===== config.mk =====
export PLATFORM = sky130hd
export DESIGN_NAME = amm_perf_meter
export DESIGN_NICKNAME = d
export VERILOG_FILES = /design/src/rtl/amm_perf_meter.sv
export SDC_FILE = /design/constraint.sdc
export NUM_CORES = 1
export LEC_CHECK = 0
export BUFFER_PORTS_ARGS = -buffer_cell sky130_fd_sc_hd__buf_4
export CAP_MARGIN = 20
export CORE_MARGIN = 4
export CORE_UTILIZATION = 60
export DETAILED_ROUTE_END_ITERATION = 10
export PLACE_DENSITY = 0.79
export SYNTH_ARGS = -nofsm -noshare
export SYNTH_HDL_FRONTEND = slang
export SYNTH_SLANG_ARGS = --single-unit

===== constraint.sdc =====
create_clock -name clk_i -period 11.34 [get_ports clk_i]
set_input_delay 1.701 -clock clk_i [delete_from_list [all_inputs] [get_ports clk_i]]
set_output_delay 1.701 -clock clk_i [all_outputs]
set_load 0.1 [all_outputs]

===== src/rtl/amm_perf_meter.sv =====
`timescale 1ns/1ps
// amm_perf_meter
// Passive Avalon-MM performance monitor. Snoops the tester master's command
// and response signals without driving the bus. Up to MAX_OUTSTANDING
// pipelined read bursts are tracked in an in-order FIFO of
// {issue timestamp, remaining beats}. Per-burst latency (issue to last beat)
// feeds min/max/sum statistics. Read requests/words, read/write busy ticks
// and written units (bytes or beats, see ADDR_TYPE) are also counted.
//
// Build option: define AMM_PERF_SATURATE_EN to make every CNT_W counter
// (including sum_delay_o) saturate at all-ones instead of wrapping.
//
// Ports:
//   clk_i, rst_i (async, active-low)  clock / reset
//   reset_module_i                    synchronous statistics clear (tracker kept)
//   read_i, write_i, waitrequest_i,
//   readdatavalid_i, burstcount_i,
//   byteenable_i                      snooped Avalon-MM signals
//   read_request_amount_o             completed read bursts
//   read_word_count_o                 readdatavalid beats
//   min_delay_o / max_delay_o         burst latency extremes
//   sum_delay_o                       sum of burst latencies
//   read_ticks_o                      cycles with a tracked read in flight
//   write_ticks_o                     cycles with write_i high
//   write_unit_count_o                written bytes (BYTE) or beats (WORD)
//   outstanding_o                     tracker occupancy
//   overflow_o / unexpected_o         sticky error flags
module amm_perf_meter #(
    parameter int AMM_DATA_W      = 128,
    parameter int AMM_BURST_W     = 11,
    parameter     ADDR_TYPE       = "BYTE",
    parameter int MAX_OUTSTANDING = 4,
    parameter int DELAY_W         = 16,
    parameter int CNT_W           = 32,
    localparam int BYTE_PER_WORD  = AMM_DATA_W / 8,
    localparam int OUT_W          = $clog2(MAX_OUTSTANDING) + 1
) (
    input  logic                     clk_i,
    input  logic                     rst_i,
    input  logic                     reset_module_i,
    input  logic                     read_i,
    input  logic                     write_i,
    input  logic                     waitrequest_i,
    input  logic                     readdatavalid_i,
    input  logic [AMM_BURST_W-1:0]   burstcount_i,
    input  logic [BYTE_PER_WORD-1:0] byteenable_i,
    output logic [CNT_W-1:0]         read_request_amount_o,
    output logic [CNT_W-1:0]         read_word_count_o,
    output logic [DELAY_W-1:0]       min_delay_o,
    output logic [DELAY_W-1:0]       max_delay_o,
    output logic [CNT_W-1:0]         sum_delay_o,
    output logic [CNT_W-1:0]         read_ticks_o,
    output logic [CNT_W-1:0]         write_ticks_o,
    output logic [CNT_W-1:0]         write_unit_count_o,
    output logic [OUT_W-1:0]         outstanding_o,
    output logic                     overflow_o,
    output logic                     unexpected_o
);

    localparam int PTR_W  = $clog2(MAX_OUTSTANDING);
    localparam int PEND_W = $clog2(BYTE_PER_WORD) + 1;
    localparam bit WORD_MODE = (ADDR_TYPE == "WORD");
    localparam logic [31:0] LAT_MAX = 32'((64'd1 << DELAY_W) - 64'd1);
    localparam logic [CNT_W-1:0] CNT_ONE = CNT_W'(1);

    function automatic logic [CNT_W-1:0] cnt_add(input logic [CNT_W-1:0] a,
                                                 input logic [CNT_W-1:0] b);
`ifdef AMM_PERF_SATURATE_EN
        logic [CNT_W:0] s;
        s = {1'b0, a} + {1'b0, b};
        return s[CNT_W] ? '1 : s[CNT_W-1:0];
`else
        return a + b;
`endif
    endfunction

    logic [31:0]            ts;
    logic [31:0]            ts_mem  [MAX_OUTSTANDING];
    logic [AMM_BURST_W-1:0] rem_mem [MAX_OUTSTANDING];
    logic [PTR_W-1:0]       wr_ptr, rd_ptr;
    logic [OUT_W-1:0]       occ;

    logic                   rd_acc, wr_acc, full, empty, push, pop, beat_hit;
    logic [AMM_BURST_W-1:0] head_rem, burst_len;
    logic [31:0]            lat_raw;
    logic [DELAY_W-1:0]     lat_clamped, lat_q;
    logic                   lat_vld;
    logic [PEND_W-1:0]      wu_next, wu_q;
    logic                   wu_vld;

    assign rd_acc    = read_i && !waitrequest_i;
    assign wr_acc    = write_i && !waitrequest_i;
    assign full      = (occ == OUT_W'(MAX_OUTSTANDING));
    assign empty     = (occ == '0);
    assign push      = rd_acc && !full;
    assign beat_hit  = readdatavalid_i && !empty;
    assign head_rem  = rem_mem[rd_ptr];
    assign pop       = beat_hit && (head_rem == AMM_BURST_W'(1));
    assign burst_len = (burstcount_i == '0) ? AMM_BURST_W'(1) : burstcount_i;

    // Modulo-2^32 difference, so a timestamp wrap between issue and
    // completion still yields the true latency.
    assign lat_raw     = ts - ts_mem[rd_ptr];
    assign lat_clamped = (lat_raw > LAT_MAX) ? '1 : lat_raw[DELAY_W-1:0];

    always_comb begin
        wu_next = '0;
        if (WORD_MODE) begin
            wu_next = PEND_W'(1);
        end else begin
            for (int i = 0; i < BYTE_PER_WORD; i++) begin
                wu_next = wu_next + PEND_W'(byteenable_i[i]);
            end
        end
    end

    // Push and in-place decrement never hit the same slot: a push into a
    // non-empty FIFO writes a slot other than the head, and a beat cannot
    // decrement anything while the FIFO is empty.
    always_ff @(posedge clk_i) begin
        if (push) begin
            ts_mem[wr_ptr]  <= ts;
            rem_mem[wr_ptr] <= burst_len;
        end
        if (beat_hit && !pop) begin
            rem_mem[rd_ptr] <= head_rem - AMM_BURST_W'(1);
        end
    end

    // Tracker and timestamp survive reset_module_i; only rst_i clears them.
    always_ff @(posedge clk_i or negedge rst_i) begin
        if (!rst_i) begin
            ts      <= '0;
            wr_ptr  <= '0;
            rd_ptr  <= '0;
            occ     <= '0;
            lat_q   <= '0;
            lat_vld <= 1'b0;
            wu_q    <= '0;
            wu_vld  <= 1'b0;
        end else begin
            ts      <= ts + 32'd1;
            lat_vld <= pop;
            lat_q   <= lat_clamped;
            wu_vld  <= wr_acc;
            wu_q    <= wu_next;
            if (push) wr_ptr <= wr_ptr + PTR_W'(1);
            if (pop)  rd_ptr <= rd_ptr + PTR_W'(1);
            if (push && !pop)      occ <= occ + OUT_W'(1);
            else if (pop && !push) occ <= occ - OUT_W'(1);
        end
    end

    always_ff @(posedge clk_i or negedge rst_i) begin
        if (!rst_i) begin
            read_request_amount_o <= '0;
            read_word_count_o     <= '0;
            min_delay_o           <= '1;
            max_delay_o           <= '0;
            sum_delay_o           <= '0;
            read_ticks_o          <= '0;
            write_ticks_o         <= '0;
            write_unit_count_o    <= '0;
            overflow_o            <= 1'b0;
            unexpected_o          <= 1'b0;
        end else if (reset_module_i) begin
            read_request_amount_o <= '0;
            read_word_count_o     <= '0;
            min_delay_o           <= '1;
            max_delay_o           <= '0;
            sum_delay_o           <= '0;
            read_ticks_o          <= '0;
            write_ticks_o         <= '0;
            write_unit_count_o    <= '0;
            overflow_o            <= 1'b0;
            unexpected_o          <= 1'b0;
        end else begin
            if (lat_vld) begin
                read_request_amount_o <= cnt_add(read_request_amount_o, CNT_ONE);
                sum_delay_o           <= cnt_add(sum_delay_o, CNT_W'(lat_q));
                if (lat_q < min_delay_o) min_delay_o <= lat_q;
                if (lat_q > max_delay_o) max_delay_o <= lat_q;
            end
            if (readdatavalid_i) read_word_count_o <= cnt_add(read_word_count_o, CNT_ONE);
            if (!empty)          read_ticks_o      <= cnt_add(read_ticks_o, CNT_ONE);
            if (write_i)         write_ticks_o     <= cnt_add(write_ticks_o, CNT_ONE);
            if (wu_vld)          write_unit_count_o <= cnt_add(write_unit_count_o, CNT_W'(wu_q));
            if (rd_acc && full)          overflow_o   <= 1'b1;
            if (readdatavalid_i && empty) unexpected_o <= 1'b1;
        end
    end

    assign outstanding_o = occ;

endmodule


==> metrics.md <==
| Metric | Value |
|---|---|
| Gr ovfl total | `0` |
| Vias per inst | `5.957` |
| CP peak stage delay | `0.77 ns` |
| CTS Hold Buffers Added | `0` |
| Final setup fails | `0` |
| Row count | `72` |
| Clock Skews | `around 0.019 ns` |
| Initial antenna violation count | `0` |
| Effective utilization at floorplan | `61.24%` |
| RR Startpoint | `rd_ptr[0]` |
| Ports | `263` |
| Mapped Area | `0.02383 sq mm` |
| Post-DP HPWL | `39100 microns` |
| Post-Syn Nets | `~2.3k` |
| Final net count | `2549` |
| Drt wl/cell | `~19 microns` |
| Setup TNS | `0 ns` |
| Number of remaining DRC errors | `0` |
| Pwr Density | `150.7 mW/mm^2` |
| Critical path class | `reg2reg` |
| Worst-margin pin slew | `1.112 ns` |
| Max IR drop VDD | `0.0001426 V` |
| Worst skew pair latency | `0.58 ns` |
| Startpoint types | `flop` |
| First-pass GRT wire length | `92170 microns` |
| Max-slew violations | `0` |
| CP Capture Type | `flop` |
| Worst Path Max Fanout | `28` |
| Detail Route Antenna Nets | `0` |
| CTS clk-pin slew, worst paths | `0.06 ns` |
| Clock tree buffer depth | `3` |
| Cells along the critical path | `buf_4 -> mux4_2 -> ha_1 -> fa_1 -> nand2b_1 -> a21oi_1 -> o21ai_1 -> o31ai_1 -> xnor2_1 -> nor4_1 -> o2111ai_1 -> nor4_4 -> nand4_1` |
| Family with the most delay on the worst path | `simple AND/OR/NAND/NOR gates` |
| Slowest CP cell | `dfrtp_2` |
| Arrival time worst endpoint | `a little under 6 ns` |
| DRT Pass-1 Iters | `8` |
| Worst setup startpoint | `rd_ptr[0]` |
| Final Power | `4.210 mW` |
| Leakage | `roughly 12 nW` |
| CP endpoint | `lat_q[13]` |
| # fillers | `around 2.7k` |
| Hold Startpoint | `overflow_o` |
| Setup Fix Bufs, Post-CTS | `0` |
| GRT Util Overall | `between 20% and 30%` |
| Max frequency | `184.1 MHz` |
| CORE AREA | `a little under 0.04 sq mm` |
| MaxCap Viol Count | `0` |
| RSZ-0062 raised after global routing | `no` |
| Worst hold path type | `reg2reg` |
| Hold Path Depth | `2` |
| Status | `finished clean` |
| Initial DRC Count | `1378` |
| Final Critical Period | `5.432 ns` |
| YS warnings | `0` |
| Root Driver | `clkbuf_16` |
| Post-Route WL | `between 50000 and 60000 microns` |
| Largest net degree at the start of global routing | `163` |
| Period utilisation layout | `47.90%` |
| Die span in x | `207.3 microns` |
| Cell count of the worst reg-to-reg path | `13` |
| Routability Congestion | `0.9272` |
| Yosys cell types | `72` |
| Sink Count | `460` |
| Mean area per synthesized cell | `11.16 sq um` |
| Final hold vios | `0` |
| Worst path depth | `13` |
| Worst path bufs/invs | `1` |
| Via Count | `between 15k and 20k` |
| Worst rel slew slack | `25.17%` |
| Die area | `0.04297 sq mm` |
| Vias in the first global route | `between 15k and 20k` |
| CTS Buf Count | `47` |
| Top_reg_cell synth | `dfrtp_1` |
| R2R Setup Slk | `5.91 ns` |
| Share of async-settable or async-resettable flops after synthesis | `62.61%` |
| Port Buffer Count | `roughly 260` |
| EDFF count, synth | `172` |
| Synth-to-Final Area Change | `17.24%` |
| Die height | `207.3 microns` |
| Seq/Total Area, Yosys | `52.00%` |
| PostCTS Resize Cnt | `0` |
| Flops & latches, synth | `460` |
| CTS tree | `built` |
| RR Endpoint | `lat_q[13]` |
| Worst Path Required | `11.74 ns` |
| Ant diodes | `0` |
| Fraction of layout instances using a drive strength above 1 | `19.27%` |
| Post-synthesis cell count | `between 2k and 2.5k` |
| Number of H-tree levels | `2` |
-- final cells by class --
| cell class | instances | area [sq um] | share of cell area (%) |
|---|---|---|---|
| multi-input combinational | 1483 | 10680 | 38.22 |
| tap | 518 | 648.1 | 2.320 |
| sequential | 460 | 12390 | 44.36 |
| timing repair buffer | 275 | 2096 | 7.501 |
| clock inverter | 25 | 345.3 | 1.236 |
| inverter | 130 | 488.0 | 1.747 |
| clock buffer | 61 | 1289 | 4.613 |
-- routing by layer --
metal	routed length [microns]	up-vias	track usage [%]
li1	-	8116	-
met1	23760	8802	34.79
met2	28320	565	44.03
met3	2748	102	3.340
met4	1479	0	7.889
met5	0	-	0
-- Yosys cell counts (40+ instances only) --
master    number  area [sq um]
mux2_2        40         450.4
inv_1        130         488.0
ha_1         104          1301
edfxtp_1     172          5165
xnor2_1       98         858.3
mux2i_1       53         530.5
nand4_1       53         331.6
a21oi_1       78         390.4
o21ai_0       59         295.3
and3_1        47         294.0
clkbuf_1      41         153.9
mux4_2        43         968.4
nand2_1      165         619.3
nand3_1       90         450.4
nor2_1       248         930.9
dfrtp_1      272          6807
xor2_1       112         980.9
-- cells by family (layout without fill, tap and decap cells) --
logic type | Yosys count | after routing | share of synthesized area [%]
simple gates | 746 | 746 | 14.90
mux | 136 | 136 | 8.180
xor+xnor | 210 | 210 | 7.718
buf+inv | 193 | 491 | 3.218
compound gates | 273 | 273 | 7.350
fa+ha+maj | 118 | 118 | 6.636
flops | 460 | 460 | 52.00
-- state kept, by name (all words and copies together) (netlist names), 2 cells and up --
signal and flops:
write_unit_count_o 32, min_delay_o 16, write_ticks_o 32, ts 32, rem_mem 44, read_ticks_o 32, wr_ptr 2, wu_q 5
rd_ptr 2, read_word_count_o 32, ts_mem 128, max_delay_o 16, lat_q 16, sum_delay_o 32, read_request_amount_o 32, outstanding_o 3
-- tightest hold or removal path: cells and delay by family (launching register included) --
family | cells | cell delay (ns)
flip-flops | 1 | 0.35
AND/OR/NAND/NOR | 1 | 0.08
AO/OA/AOI/OAI | 1 | 0.05
-- stage by stage --
stage	instances	instance area [sq um]	util (%)	worst slack (ns)	hold WS, ns
CTS	2950	27920	71.73	5.895	0.5192
detailed placement	2864	26280	67.53	5.948	0.5055
floorplan	2136	23830	-	6.659	0.5194
finish	2952	27940	71.79	5.908	0.5109
global route	2952	27940	71.79	5.411	0.5472
global placement	2864	26280	67.53	6.124	0.4837
-- where the power goes --
part	switching (mW)	internal, mW	leakage [nW]
registers	0.0588	1.85	5.29
logic	0.436	0.228	6.07
clock network	0.649	0.985	0.813
-- cells in the final DEF (no fill, tap or decap), drive strengths merged, types with 28 or more instances in the layout --
cell type and n:
mux2 40, o21ai 62, or3 30, xor2 112, clkbuf 61, and3 47
a21o 28, inv 126, nand2 165, buf 275, nand3 90, nor3 32
dfrtp 272, mux2i 53, nor2 248, ha 104, nand4 53, a21oi 78
edfxtp 172, mux4 43, xnor2 98
-- worst min-delay path by stage --
stage | end | slack [ns]
2_1_floorplan | ts[31] | 0.52
3_3_place_gp | unexpected_o | 0.48
3_5_place_dp | overflow_o | 0.51
4_1_cts | overflow_o | 0.52
5_1_grt | overflow_o | 0.55
6_report | overflow_o | 0.51
(Power assumes the default switching activity.)
